**src/rtl/regex_pc_fifo_if.sv**
```systemverilog
// Handshake bundle between the thread queue and its producers (CPU, seed) and consumer (CPU input PC port).
// The slave modport is the queue side; the master modport is the CPU/top-level side.
interface regex_pc_fifo_if #(
  parameter int PC_WIDTH   = 9,
  parameter int CC_ID_BITS = 2
);
  logic                  cpu_in_valid;
  logic [CC_ID_BITS-1:0] cpu_in_cc_id;
  logic [PC_WIDTH-1:0]   cpu_in_pc;
  logic                  cpu_in_ready;

  logic                  seed_valid;
  logic [CC_ID_BITS-1:0] seed_cc_id;
  logic [PC_WIDTH-1:0]   seed_pc;
  logic                  seed_ready;

  logic                  out_valid;
  logic [CC_ID_BITS-1:0] out_cc_id;
  logic [PC_WIDTH-1:0]   out_pc;
  logic                  out_ready;

  modport slave (
    input  cpu_in_valid, cpu_in_cc_id, cpu_in_pc,
    output cpu_in_ready,
    input  seed_valid, seed_cc_id, seed_pc,
    output seed_ready,
    output out_valid, out_cc_id, out_pc,
    input  out_ready
  );

  modport master (
    output cpu_in_valid, cpu_in_cc_id, cpu_in_pc,
    input  cpu_in_ready,
    output seed_valid, seed_cc_id, seed_pc,
    input  seed_ready,
    input  out_valid, out_cc_id, out_pc,
    output out_ready
  );
endinterface

```
**src/rtl/regex_pc_fifo.sv**
```systemverilog
// Circular thread queue of {cc_id, pc} entries feeding regex_cpu; CPU pushes
// (split results) always win over seed injections so no split thread is dropped.
module regex_pc_fifo #(
  parameter int PC_WIDTH        = 9,
  parameter int CC_ID_BITS      = 2,
  parameter int FIFO_ADDR_WIDTH = 4
) (
  input  logic                     clk,
  input  logic                     rst,
  input  logic                     flush,
  regex_pc_fifo_if.slave           bus,
  output logic [FIFO_ADDR_WIDTH:0] count,
  output logic                     empty,
  output logic                     full
);
  localparam int DEPTH   = 2 ** FIFO_ADDR_WIDTH;
  localparam int ENTRY_W = CC_ID_BITS + PC_WIDTH;
  localparam logic [FIFO_ADDR_WIDTH:0] DEPTH_CNT = DEPTH[FIFO_ADDR_WIDTH:0];

  logic [ENTRY_W-1:0]         mem [DEPTH];
  logic [FIFO_ADDR_WIDTH-1:0] wr_ptr;
  logic [FIFO_ADDR_WIDTH-1:0] rd_ptr;
  logic [FIFO_ADDR_WIDTH:0]   count_q;

  logic               cpu_push;
  logic               seed_push;
  logic               push;
  logic               pop;
  logic [ENTRY_W-1:0] wr_data;
  logic [ENTRY_W-1:0] head;

  assign count = count_q;
  assign empty = (count_q == '0);
  assign full  = (count_q == DEPTH_CNT);

  // Readiness is judged on pre-edge occupancy; a pop in a full cycle frees no slot yet.
  assign bus.cpu_in_ready = !full;
  assign bus.seed_ready   = !full && !bus.cpu_in_valid;

  assign cpu_push  = bus.cpu_in_valid && !full;
  assign seed_push = bus.seed_valid && !full && !bus.cpu_in_valid;
  assign push      = cpu_push || seed_push;
  assign pop       = !empty && bus.out_ready;

  assign wr_data = cpu_push ? {bus.cpu_in_cc_id, bus.cpu_in_pc}
                            : {bus.seed_cc_id, bus.seed_pc};

  assign head          = mem[rd_ptr];
  assign bus.out_valid = !empty;
  assign bus.out_cc_id = empty ? '0 : head[ENTRY_W-1:PC_WIDTH];
  assign bus.out_pc    = empty ? '0 : head[PC_WIDTH-1:0];

  always_ff @(posedge clk) begin
    if (rst || flush) begin
      wr_ptr  <= '0;
      rd_ptr  <= '0;
      count_q <= '0;
    end else begin
      if (push) wr_ptr <= wr_ptr + 1'b1;
      if (pop)  rd_ptr <= rd_ptr + 1'b1;
      case ({push, pop})
        2'b10:   count_q <= count_q + 1'b1;
        2'b01:   count_q <= count_q - 1'b1;
        default: count_q <= count_q;
      endcase
    end
  end

  // Storage carries no reset; a push in a reset/flush cycle must not land.
  always_ff @(posedge clk) begin
    if (push && !rst && !flush) mem[wr_ptr] <= wr_data;
  end
endmodule

```
**src/flat_wrapper.sv**
```systemverilog
// flat-port wrapper written by rule: the top's interface ports become plain ports
module regex_pc_fifo_flat 
#(
  parameter int PC_WIDTH        = 9,
  parameter int CC_ID_BITS      = 2,
  parameter int FIFO_ADDR_WIDTH = 4
)
  (clk, rst, flush, count, empty, full, bus_cpu_in_valid, bus_cpu_in_cc_id, bus_cpu_in_pc, bus_cpu_in_ready, bus_seed_valid, bus_seed_cc_id, bus_seed_pc, bus_seed_ready, bus_out_valid, bus_out_cc_id, bus_out_pc, bus_out_ready);
  regex_pc_fifo_if #(.PC_WIDTH(PC_WIDTH), .CC_ID_BITS(CC_ID_BITS)) bus_i ();
  input  logic clk;
  input  logic rst;
  input  logic flush;
  output logic [FIFO_ADDR_WIDTH:0] count;
  output logic empty;
  output logic full;
  input wire logic [$bits(bus_i.cpu_in_valid)-1:0] bus_cpu_in_valid;
  input wire logic [$bits(bus_i.cpu_in_cc_id)-1:0] bus_cpu_in_cc_id;
  input wire logic [$bits(bus_i.cpu_in_pc)-1:0] bus_cpu_in_pc;
  output wire logic [$bits(bus_i.cpu_in_ready)-1:0] bus_cpu_in_ready;
  input wire logic [$bits(bus_i.seed_valid)-1:0] bus_seed_valid;
  input wire logic [$bits(bus_i.seed_cc_id)-1:0] bus_seed_cc_id;
  input wire logic [$bits(bus_i.seed_pc)-1:0] bus_seed_pc;
  output wire logic [$bits(bus_i.seed_ready)-1:0] bus_seed_ready;
  output wire logic [$bits(bus_i.out_valid)-1:0] bus_out_valid;
  output wire logic [$bits(bus_i.out_cc_id)-1:0] bus_out_cc_id;
  output wire logic [$bits(bus_i.out_pc)-1:0] bus_out_pc;
  input wire logic [$bits(bus_i.out_ready)-1:0] bus_out_ready;
  assign bus_i.cpu_in_valid = bus_cpu_in_valid;
  assign bus_i.cpu_in_cc_id = bus_cpu_in_cc_id;
  assign bus_i.cpu_in_pc = bus_cpu_in_pc;
  assign bus_cpu_in_ready = bus_i.cpu_in_ready;
  assign bus_i.seed_valid = bus_seed_valid;
  assign bus_i.seed_cc_id = bus_seed_cc_id;
  assign bus_i.seed_pc = bus_seed_pc;
  assign bus_seed_ready = bus_i.seed_ready;
  assign bus_out_valid = bus_i.out_valid;
  assign bus_out_cc_id = bus_i.out_cc_id;
  assign bus_out_pc = bus_i.out_pc;
  assign bus_i.out_ready = bus_out_ready;
  regex_pc_fifo #(.PC_WIDTH(PC_WIDTH), .CC_ID_BITS(CC_ID_BITS), .FIFO_ADDR_WIDTH(FIFO_ADDR_WIDTH)) u_core (.clk(clk), .rst(rst), .flush(flush), .bus(bus_i), .count(count), .empty(empty), .full(full));
endmodule
```
**config.mk**
```make
export PLATFORM = sky130hd
export DESIGN_NAME = regex_pc_fifo_flat
export DESIGN_NICKNAME = d
export VERILOG_FILES = /design/src/rtl/regex_pc_fifo_if.sv /design/src/rtl/regex_pc_fifo.sv /design/src/flat_wrapper.sv
export SDC_FILE = /design/constraint.sdc
export NUM_CORES = 1
export LEC_CHECK = 0
export ABC_AREA = 1
export CORE_ASPECT_RATIO = 1.4
export CORE_UTILIZATION = 35
export CTS_BUF_LIST = sky130_fd_sc_hd__clkbuf_4
export CTS_CLUSTER_SIZE = 16
export DETAILED_ROUTE_END_ITERATION = 8
export PLACE_DENSITY_LB_ADDON = 0.2
export SLEW_MARGIN = 20
export SYNTH_ARGS = -nofsm -noshare
export SYNTH_HDL_FRONTEND = slang
export SYNTH_SLANG_ARGS = --single-unit
```
**constraint.sdc**
```tcl
create_clock -name clk -period 3.6 [get_ports clk]
set_input_delay 0.54 -clock clk [delete_from_list [all_inputs] [get_ports clk]]
set_output_delay 0.54 -clock clk [all_outputs]
set_load 0.03 [all_outputs]
```
# After elaboration in Yosys (flattened, before gate mapping)
# Memories as Yosys holds them, arrays and structs flattened. A register that Yosys moved wholly into a read port is not among the register bits.
# Index checks and enable logic that the tools add are counted.
[op_classes]
n_mul = 0
add_sub_neg = 4
reduce_logical = 16
eq_ne = 3
div = 0
shifts = 0
muxes = 8
n_lt_le_gt_ge = 0
n_bitwise = 0
[op_table]
columns = ["op", "count"]
rows = [
  ["two-way mux 11 bit", 1],
  ["case mux 5 bit (2 select lines)", 1],
  ["two-way mux 9 bit", 1],
  ["adder 4 x 1 -> 4 bit, second input constant", 2],
  ["two-way mux 4 bit", 2],
  ["logical AND 1 bit", 7],
  ["adder 5 x 1 -> 5 bit, second input constant", 1],
  ["== test 5 bit, second input constant", 1],
  ["logical NOT 1 bit", 5],
  ["logical NOT 5 bit", 1],
  ["subtractor 5 x 1 -> 5 bit, second input constant", 1],
  ["== test 2 x 1 -> 1 bit, second input constant", 1],
  ["== test 2 bit, second input constant", 1],
  ["logical OR 1 bit", 2],
  ["two-way mux 1 bit", 2],
  ["two-way mux 2 bit", 1],
  ["nonzero test 2 bit", 1],
]
[word_totals]
output_inout_bits = 21
regBits = 13
memories = 1
rom_bits = 0
mem_bits_rw = 176
latch_bits = 0
[mem_list]
columns = ["memory", "words", "word_bits", "read_ports", "rd_ports_with_merged_regs", "write_ports", "line_no", "source"]
rows = [
  ["u_core.mem", 16, 11, 1, 1, 1, "regex_pc_fifo.sv:20", "logic [ENTRY_W-1:0] mem [DEPTH];"],
]

# Longest topological paths before layout
# Gate-level depths: netlist of the first run.
[logic_depth]
ltp_word = 9
depth_mapped = 18
depth_no_buf = 17

# Least setup slack after synthesis of the first run
# Ideal clock, no wire load.
[synth_timing]
path_type = "register -> register"
startpoint = "reg u_core.count_q[3] (netlist: u_core.count[3])"
endpoint = "reg u_core.count_q[4] (netlist: u_core.count[4])"
required_time_ns = 3.491
t_arrival_ns = 2.307
stages_incl_launch_ff = 18
slack_ns = 1.184
cell_sequence = "dfxtp_1 -> nor2_2 -> nand4_2 -> nand2_1 -> inv_1 -> ha_1 -> buf_2 -> nand2_1 -> inv_1 -> nor2_1 -> ha_1 -> inv_1 -> nand2_1 -> nand3_1 -> nand3_1 -> nand3_1 -> nand2_1 -> inv_1"
[synth_via]
elab_cells_between_ends = 15
cone_classes = "2 x add/sub; 3 x eq/ne; 1 x mux; 9 x reduce/logical"
[synth_lines]
columns = ["element", "line_no", "source"]
rows = [
  ["start: declaration", "regex_pc_fifo.sv:23", "logic [FIFO_ADDR_WIDTH:0] count_q;"],
  ["start signal: assignment", "regex_pc_fifo.sv:62", "2'b10: count_q <= count_q + 1'b1;"],
  ["start signal: assignment", "regex_pc_fifo.sv:63", "2'b01: count_q <= count_q - 1'b1;"],
  ["start signal: assignment", "regex_pc_fifo.sv:64", "default: count_q <= count_q;"],
  ["logical NOT 5 bit (*)", "regex_pc_fifo.sv:33", "assign empty = (count_q == '0);"],
  ["logical NOT 1 bit (*)", "n/a", ""],
  ["via bus_out_valid", "flat_wrapper.sv:24", "output wire logic [$bits(bus_i.out_valid)-1:0] bus_out_valid;"],
  ["logical AND 1 bit (*)", "regex_pc_fifo.sv:43", "assign pop = !empty && bus.out_ready;"],
  ["== test 2 x 1 -> 1 bit / == test 2 bit (equally long branches)", "regex_pc_fifo.sv:61", "case ({push, pop})"],
  ["case mux 5 bit (2 select lines) / nonzero test 2 bit (equally long branches)", "n/a", ""],
]
# The timed path passes the listed nets; every way through them passes the cells marked *.
# A chain may end at the register's enable or synchronous reset.

==> flow_summary.toml, run 1 <==
[run_status]
outcome = "finished, final reports clean"

[placed_design]
place.gp.congestion = 0.748
hpwl_mm = 12.8
port_buffers = 48
pre_cts_slack_ns = 0.777

[setup_path]
rr_startpoint = "u_core.count[3]$_SDFFE_PP0P_"
crit_path_cell_trace = "buf_4 > nand3_1 > nand2_1 > nand2_1 > a21oi_1 > clkdlybuf4s50_1"
cp_slowest_stage_delay_ns = 0.76
critPathSlowestCell = "dfxtp_1"
worstSetupStartpointType = "flip-flop"
critPathKind = "reg2out"
cp_max_fo = 15
crit_buf_inv = 2
crit_top_cell = "nand2_1"
required_ns = 3.06
cp_top_family = "buffers and inverters"
cp-end-kind = "primary output"
r2r_slack_ns = 1.07
r2r-end = "u_core.count[2]$_SDFFE_PP0P_"
reg2reg_depth = 13
crit_arrival_ns = 2.85

[sta]
rsz0062_at_grt = "false"
fin_crit_sh = 0.942
min_period_ns = 3.39
slew_headroom = 0.534
fmax_mhz = 295
whs_ns = 0.520
setup_viol = 0
finalWorstSetupSlack_ns = 0.209
tns_ns = 0
fin_skew_ns = 0.0286
tightest_slew_ns = 0.697
hold_viol = 0
slew_violations = 0

[pwr]
p_per_area_nw_per_um2 = 503
power.switching_w = 0.00146
p_leak_nw = 3.48
p_int_w = 0.00327
p_seq_frac = 0.539
comb_power_share = 0.208
ir_drop_uv = 213
switching_share = 0.309
p_clk_frac = 0.254

[final_layout]
seq_area_um2 = 5630
nets = 852
fill_cells = 2260
multiInputGateArea_um2 = 2280
areaGrowthSynthToFinish_pct = 13.9
drive_above_1_share = 0.0941
fin_util = 0.405

[synth]
synth_flop_cell = "edfxtp_1"
async_flop_share = 0
netlist_area_um2 = 8260
syn_nets = 799
avgSynthCellArea_um2 = 10.8
synth_cells = 763
synth_edf_count = 176
seq_area_frac_synth = 0.681
ys.warnings.count = 0
ys_seq_elements = 193
synth_cell_type_count = 26

[die]
pin_count = 49
die_h_um = 184
initial_core_util = 0.356
core_um2 = 23200
placementRows = 66
die_area_um2 = 24200
die_w_um = 132

[job]
drv_cap = 0

[min_path]
holdPathEnd = "u_core.rd_ptr[3]$_SDFFE_PP0N_"
whs_path_depth = 2
min_path_type = "reg2reg"
hp-start = "u_core.rd_ptr[3]$_SDFFE_PP0N_"

[global_routing]
grt_pass1_vias = 5299
gr-total-overflow = 0
antenna_found_initial = 1
grt_max_degree = 51
grt_usage = 0.173
grt_pass1_wl_mm = 30.7

[route]
vias = 5487
drt-initial-drc-count = 342
drtPass1Iterations = 5
antenna_left = 0
wl_per_cell_um = 17.6
wl_mm = 20.0
vias_per_cell = 4.83
route.detailed.drc = 0

[clock_network]
clock_latency_ns = 0.59
clock_path_buffers = 2
htreeDepth = 4
clkTransAtPathRegs_ns = 0.17
clock_sinks = 193
cts_tree = "yes"
cts_root_buffer = "clkbuf_4"
hold_buffers = 0
cts_buffers = 17
post-cts-setup-buffer-count = 0
-- cells in the mapped netlist (all sizes together) (3+ instances only) --
master | instances | share of area
nand2 | 270 | 0.12
edfxtp | 176 | 0.64
nand3 | 155 | 0.094
buf | 35 | 0.027
inv | 29 | 0.014
nor2 | 28 | 0.013
a21oi | 22 | 0.017
dfxtp | 17 | 0.041
ha | 8 | 0.012
o21ai | 8 | 0.0048
clkbuf | 5 | 0.0023
xor2 | 3 | 0.0032
-- area by class of cell --
type	count	area share
clock buffer	17	0.0136
inverter	29	0.0126
clock inverter	15	0.0184
antenna	1	0.000266
multi-input combinational	501	0.242
timing repair buffer	74	0.0739
sequential	193	0.598
tap	306	0.0407
-- kinds of logic (layout without fill, tap and decap cells) --
group	count (synthesis)	after routing	share of synthesized area
AOI/OAI and AO/OA	30	30	0.0218
adders and majority gates	8	8	0.0121
DFF	193	193	0.681
buffers and inverters	69	135	0.0429
and+or+nand+nor	458	458	0.237
other	0	1	0
xor gates and xnor gates	5	5	0.00530
-- what timing repair did --
action,CTS,global route
gates resized for setup,0,5
endpoints found under the hold margin,0,0
endpoints found under the setup margin,0,7
-- how the worst max path moves through the flow --
stage / depth (start not counted) / endpoint / startpoint
3_5_place_dp: 7 / bus_out_pc[2] / flip-flop
6_report: 6 / bus_out_cc_id[1] / flip-flop
4_1_cts: 7 / bus_out_pc[2] / flip-flop
3_3_place_gp: 7 / bus_out_pc[2] / flip-flop
5_1_grt: 9 / bus_out_pc[8] / flip-flop
2_1_floorplan: 17 / u_core.count[4]$_SDFFE_PP0P_ / u_core.count[3]$_SDFFE_PP0P_
-- flip-flops by register name, indices dropped and copies added (netlist names), named ones only --
signal / cells
u_core.count: 5
u_core.wr_ptr: 4
u_core.rd_ptr: 4
u_core.mem: 176
-- worst min-delay path, cell delays in order, from the launching register on --
cell and delay (ns):
dfxtp_1 0.36, nand2_1 0.06, a21oi_1 0.07
-- metal layers --
layer | track usage | share of wire | up-vias
li1 | - | - | 2719
met1 | 0.206 | 0.43 | 2638
met2 | 0.312 | 0.52 | 104
met3 | 0.0301 | 0.034 | 26
met4 | 0.0628 | 0.018 | 0
met5 | 0 | 0 | -
-- per-stage QoR --
stage / area, um^2 / cells / power, W
2_1_floorplan: 8260 / 763 / 0.00323
5_1_grt: 9410 / 1136 / 0.00496
3_5_place_dp: 9090 / 1103 / 0.00359
6_report: 9410 / 1136 / 0.00473
4_1_cts: 9390 / 1135 / 0.00478
3_3_place_gp: 9090 / 1103 / 0.00359
-- power groups by stage --
stage | logic, W | clock network [W] | registers [W]
2_1_floorplan | 0.000623 | 0 | 0.00261
3_3_place_gp | 0.000994 | 0 | 0.00260
3_5_place_dp | 0.000995 | 0 | 0.00260
4_1_cts | 0.000997 | 0.00124 | 0.00255
5_1_grt | 0.00108 | 0.00132 | 0.00256
6_report | 0.000983 | 0.00120 | 0.00255
-- layout by cell type, fill, tap and decap left out --
| cell type | synthesis | layout |
|---|---|---|
| nand2_1 | 268 | 268 |
| edfxtp_1 | 176 | 176 |
| nand3_1 | 155 | 155 |
| clkdlybuf4s50_1 | 0 | 48 |
| nor2_1 | 27 | 27 |
| inv_1 | 26 | 26 |
| buf_4 | 1 | 23 |
| clkbuf_4 | 0 | 17 |
| dfxtp_1 | 17 | 15 |
| a21oi_1 | 14 | 14 |
| a21oi_2 | 8 | 8 |
| ha_1 | 8 | 8 |
| o21ai_0 | 7 | 7 |
| clkinv_4 | 0 | 6 |
| inv_8 | 0 | 3 |
| xor2_1 | 3 | 3 |
| inv_6 | 1 | 3 |
| nand4_2 | 2 | 2 |
| or2_2 | 2 | 2 |
| nand2_4 | 2 | 2 |
| inv_4 | 0 | 2 |
| xnor2_1 | 2 | 2 |
| dfxtp_2 | 0 | 2 |
| bufinv_16 | 0 | 2 |
| buf_6 | 6 | 2 |
| diode_2 | 0 | 1 |
| nor2_2 | 1 | 1 |
| inv_2 | 2 | 1 |
| o21ai_1 | 1 | 1 |
| nand3b_1 | 1 | 1 |
| clkinv_2 | 0 | 1 |
| buf_12 | 0 | 1 |
Power figures use the tool's default switching activity.
==> run 2: changes to the inputs <==
- CELL_PAD_IN_SITES_DETAIL_PLACEMENT: not set -> 1
- CELL_PAD_IN_SITES_GLOBAL_PLACEMENT: not set -> 2
- CORE_UTILIZATION: 35 -> 34
==> run 2 against run 1 <==
Cell area down 0.61%. Clock power about the same. Non-clock buffer count down 1. Power down 0.37%. Critical endpoint is now bus_out_pc[5].
==> flow_summary.toml, run 2 (synthesized netlist as in run 1, its figures left out) <==
[setup_path]
critPathSlowestCell = "dfxtp_2"
r2r-end = "u_core.count[4]$_SDFFE_PP0P_"
critPathKind = "reg2out"
r2r_slack_ns = 0.99
cp_slowest_stage_delay_ns = 0.61
cp_max_fo = 50
crit_top_cell = "nand2_1"
crit_arrival_ns = 2.70
reg2reg_depth = 16
required_ns = 3.06
rr_startpoint = "u_core.count[3]$_SDFFE_PP0P_"
crit_path_cell_trace = "buf_4 > nand2_1 > nand3_1 > nand3_1 > nand2_1 > nand2_1 > a21oi_2 > buf_4"
worstSetupStartpointType = "flip-flop"
cp-end-kind = "primary output"

[clock_network]
cts_tree = "yes"
cts_buffers = 17
clock_sinks = 193
ctsResizeCount = 0
clock_latency_ns = 0.61
clock_path_buffers = 2
hold_buffers = 0
clkTransAtPathRegs_ns = 0.18
cts_root_buffer = "clkbuf_4"
htreeDepth = 4
post-cts-setup-buffer-count = 0

[die]
die_area_um2 = 24900
initial_core_util = 0.346
core_um2 = 23900
die_w_um = 134
placementRows = 67
pin_count = 49
die_h_um = 186

[min_path]
min_path_type = "reg2reg"
hp-start = "u_core.wr_ptr[3]$_SDFFE_PP0P_"
holdPathEnd = "u_core.wr_ptr[3]$_SDFFE_PP0P_"
whs_path_depth = 2

[route]
wl_per_cell_um = 19.2
vias_per_cell = 4.96
drt-initial-drc-count = 292
antenna_left = 0
route.detailed.drc = 0
vias = 5648
drtPass1Iterations = 4
wl_mm = 21.9

[sta]
rsz0062_at_grt = "false"
tns_ns = 0
fmax_mhz = 308
tightest_slew_ns = 0.859
fin_skew_ns = 0.0159
setup_viol = 0
min_period_ns = 3.24
fin_crit_sh = 0.901
slew_violations = 0
hold_viol = 0
slew_headroom = 0.427

[final_layout]
nets = 851
largest-register = "u_core.mem"
final_cell_mix = "nand2_1 (268), edfxtp_1 (176), nand3_1 (155)"
largest_reg_flops = 176
fill_cells = 2659
fin_area_um2 = 9350
areaGrowthSynthToFinish_pct = 13.2
drive_above_1_share = 0.105
layout_commonest_cell = "nand2_1"

[pwr]
p_per_area_nw_per_um2 = 504
p_leak_nw = 3.48
ir_drop_uv = 215

[placed_design]
place.gp.congestion = 0.786
port_buffers = 48
hpwl_mm = 14.4
placed_area_um2 = 9060

[global_routing]
grt_usage = 0.186
grt_pass1_wl_mm = 34.3
gr-total-overflow = 0
grt_max_degree = 89
antenna_found_initial = 1
grt_pass1_vias = 6097

[run_status]
outcome = "finished, final reports clean"

[job]
drv_cap = 0
run 2: layout make-up:
| class | count | area (um^2) | area share |
|---|---|---|---|
| inverters | 29 | 114 | 0.0122 |
| repair buffers | 73 | 653 | 0.0698 |
| well taps | 310 | 388 | 0.0415 |
| flip-flops and latches | 193 | 5630 | 0.602 |
| clock inverters | 15 | 159 | 0.0170 |
| clock buffers | 17 | 128 | 0.0136 |
| multi-input cells | 501 | 2280 | 0.244 |
| diodes | 1 | 2.50 | 0.000268 |
run 2: metrics by stage:
step           utilization  std cells  power [W]  hold WS [ns]  setup slack [ns]
3_5_place_dp         0.379       1106    0.00361         0.488             0.474
5_1_grt              0.391       1139    0.00494         0.532             0.103
4_1_cts              0.391       1138    0.00479         0.510             0.278
6_report             0.391       1139    0.00472         0.514             0.357
2_1_floorplan            -        763    0.00323         0.462              1.18
3_3_place_gp         0.379       1106    0.00360         0.492             0.541
run 2: worst max-delay path: cells and delay by family, from the launching register on:
family	cells	cell delay, ns
buf+inv	2	0.74
flops	1	0.61
simple gates	5	0.51
compound gates	1	0.21
run 2: power breakdown:
group	switching, W	leakage, nW	total, W	internal, W
registers	0.0000321	1.73	0.00256	0.00253
logic	0.000680	1.59	0.000986	0.000306
clock network	0.000846	0.159	0.00117	0.000327
total	0.00156	3.48	0.00472	0.00316
run 2: metal layers:
layer  vias up  track usage  wire [um]
li1       2719            -          -
met1      2834        0.223       9320
met2        73        0.335      11700
met3        22       0.0296        461
met4         0       0.0603        389
met5         -            0          0
run 2: how the worst max path moves through the flow:
stage / from / to / slack, ns / cells after the start
6_report: flip-flop / bus_out_pc[5] / 0.36 / 8
5_1_grt: flip-flop / bus_out_pc[3] / 0.10 / 8
4_1_cts: flip-flop / bus_out_pc[5] / 0.28 / 8
3_5_place_dp: bus_cpu_in_valid / u_core.count[4]$_SDFFE_PP0P_ / 0.47 / 16
3_3_place_gp: bus_cpu_in_valid / u_core.count[4]$_SDFFE_PP0P_ / 0.54 / 16
2_1_floorplan: u_core.count[3]$_SDFFE_PP0P_ / u_core.count[4]$_SDFFE_PP0P_ / 1.18 / 17
==> run 3: changes to the inputs <==
- MAX_ROUTING_LAYER: not set -> met4
==> run 3 against run 2 <==
Clock skew grew 0.0032 ns. Cell area is the same. Clock power is essentially flat. Worst setup slack gained 0.0050 ns. Sequential power is essentially flat. Critical path depth is the same. Core utilization is the same. Final cell count is the same. Sequential share of layout area is the same. Count of clock-buffer cells in the layout is the same. Flip-flop and latch count is the same. Routed wire length shrank 0.22%. Largest cell class unchanged.
==> flow_summary.toml, run 3 (synthesized netlist as in run 1, its figures left out) <==
[run_status]
outcome = "finished, final reports clean"

[setup_path]
crit_arrival_ns = 2.70
critPathKind = "reg2out"
cp_max_fo = 50
cp-end-kind = "primary output"
required_ns = 3.06
worstSetupStartpointType = "flip-flop"

[clock_network]
hold_buffers = 0
cts_root_buffer = "clkbuf_4"
cts_buffers = 17
cts_tree = "yes"
clock_path_buffers = 2
ctsResizeCount = 0
clkTransAtPathRegs_ns = 0.18
post-cts-setup-buffer-count = 0
htreeDepth = 4
clock_sinks = 193
clock_latency_ns = 0.61

[placed_design]
place.gp.congestion = 0.797
dp_cells = 1106
pre_cts_slack_ns = 0.474
placed_area_um2 = 9060
hpwl_mm = 14.4
port_buffers = 48

[route]
wl_mm = 21.8
drtPass1Iterations = 4
route.detailed.drc = 0
vias = 5645
vias_per_cell = 4.96
antenna_left = 0
wl_per_cell_um = 19.2
drt-initial-drc-count = 286

[sta]
slew_headroom = 0.431
slew_violations = 0
fin_crit_sh = 0.900
finalWorstSetupSlack_ns = 0.362
rsz0062_at_grt = "false"
fmax_mhz = 309
tightest_slew_ns = 0.853
min_period_ns = 3.24
tns_ns = 0
fin_skew_ns = 0.0190
setup_viol = 0
hold_viol = 0

[global_routing]
antenna_found_initial = 1
grt_usage = 0.192
grt_pass1_vias = 6105
grt_max_degree = 89
gr-total-overflow = 0
grt_pass1_wl_mm = 34.4

[die]
placementRows = 67
die_area_um2 = 24900
pin_count = 49
die_h_um = 186
die_w_um = 134
core_um2 = 23900
initial_core_util = 0.346

[final_layout]
largest_reg_flops = 176
final_cell_mix = "nand2_1 (268), edfxtp_1 (176), nand3_1 (155)"
layout_commonest_cell = "nand2_1"
largest-register = "u_core.mem"
nets = 851
fill_cells = 2659
fin_cells = 1139
fin_area_um2 = 9350
drive_above_1_share = 0.105
fin_util = 0.391
areaGrowthSynthToFinish_pct = 13.2

[min_path]
min_path_type = "reg2reg"

[pwr]
ir_drop_uv = 216
p_leak_nw = 3.48
p_per_area_nw_per_um2 = 505

[job]
drv_cap = 0
## run 3: path summary, 6_finish.rpt
| path | start | end | slack (ns) | cells after the start |
|---|---|---|---|---|
| worst max-delay path | flip-flop | bus_out_pc[5] | 0.36 | 8 |
| worst min-delay path | u_core.wr_ptr[3]$_SDFFE_PP0P_ | u_core.wr_ptr[3]$_SDFFE_PP0P_ | 0.51 | 2 |
| worst max register to register | u_core.count[3]$_SDFFE_PP0P_ | u_core.count[4]$_SDFFE_PP0P_ | 0.99 | 16 |
| worst min register to register | u_core.wr_ptr[3]$_SDFFE_PP0P_ | u_core.wr_ptr[3]$_SDFFE_PP0P_ | 0.51 | 2 |
## run 3: critical path, cell delays in order (launching register included)
cell,delay [ns]
dfxtp_2,0.62
buf_4,0.53
nand2_1,0.10
nand3_1,0.11
nand3_1,0.14
nand2_1,0.10
nand2_1,0.06
a21oi_2,0.20
buf_4,0.19
## run 3: final cells by class
cell class	count	area [um^2]	area share
inverters	29	114	0.0122
clock inverters	15	159	0.0170
clock buffers	17	128	0.0136
repair buffers	73	653	0.0698
flip-flops and latches	193	5630	0.602
diodes	1	2.50	0.000268
multi-input cells	501	2280	0.244
well taps	310	388	0.0415
## run 3: power breakdown
group	switching [W]	internal, W	leakage (nW)
sequential	0.0000322	0.00253	1.73
combinational	0.000679	0.000306	1.59
clock	0.000849	0.000327	0.159
## run 3: through the flow
| step | power (W) | hold slack (ns) |
|---|---|---|
| 4_1_cts | 0.00479 | 0.510 |
| 3_5_place_dp | 0.00361 | 0.488 |
| 5_1_grt | 0.00494 | 0.532 |
| 6_report | 0.00472 | 0.513 |
| 2_1_floorplan | 0.00323 | 0.462 |
| 3_3_place_gp | 0.00360 | 0.492 |
## run 3: per-layer routing
layer | up-vias | GRT usage | part of all wire
met5 | - | - | 0
met4 | 0 | 0.0603 | 0.018
met3 | 23 | 0.0296 | 0.024
met2 | 68 | 0.335 | 0.54
met1 | 2836 | 0.223 | 0.42
li1 | 2718 | - | -
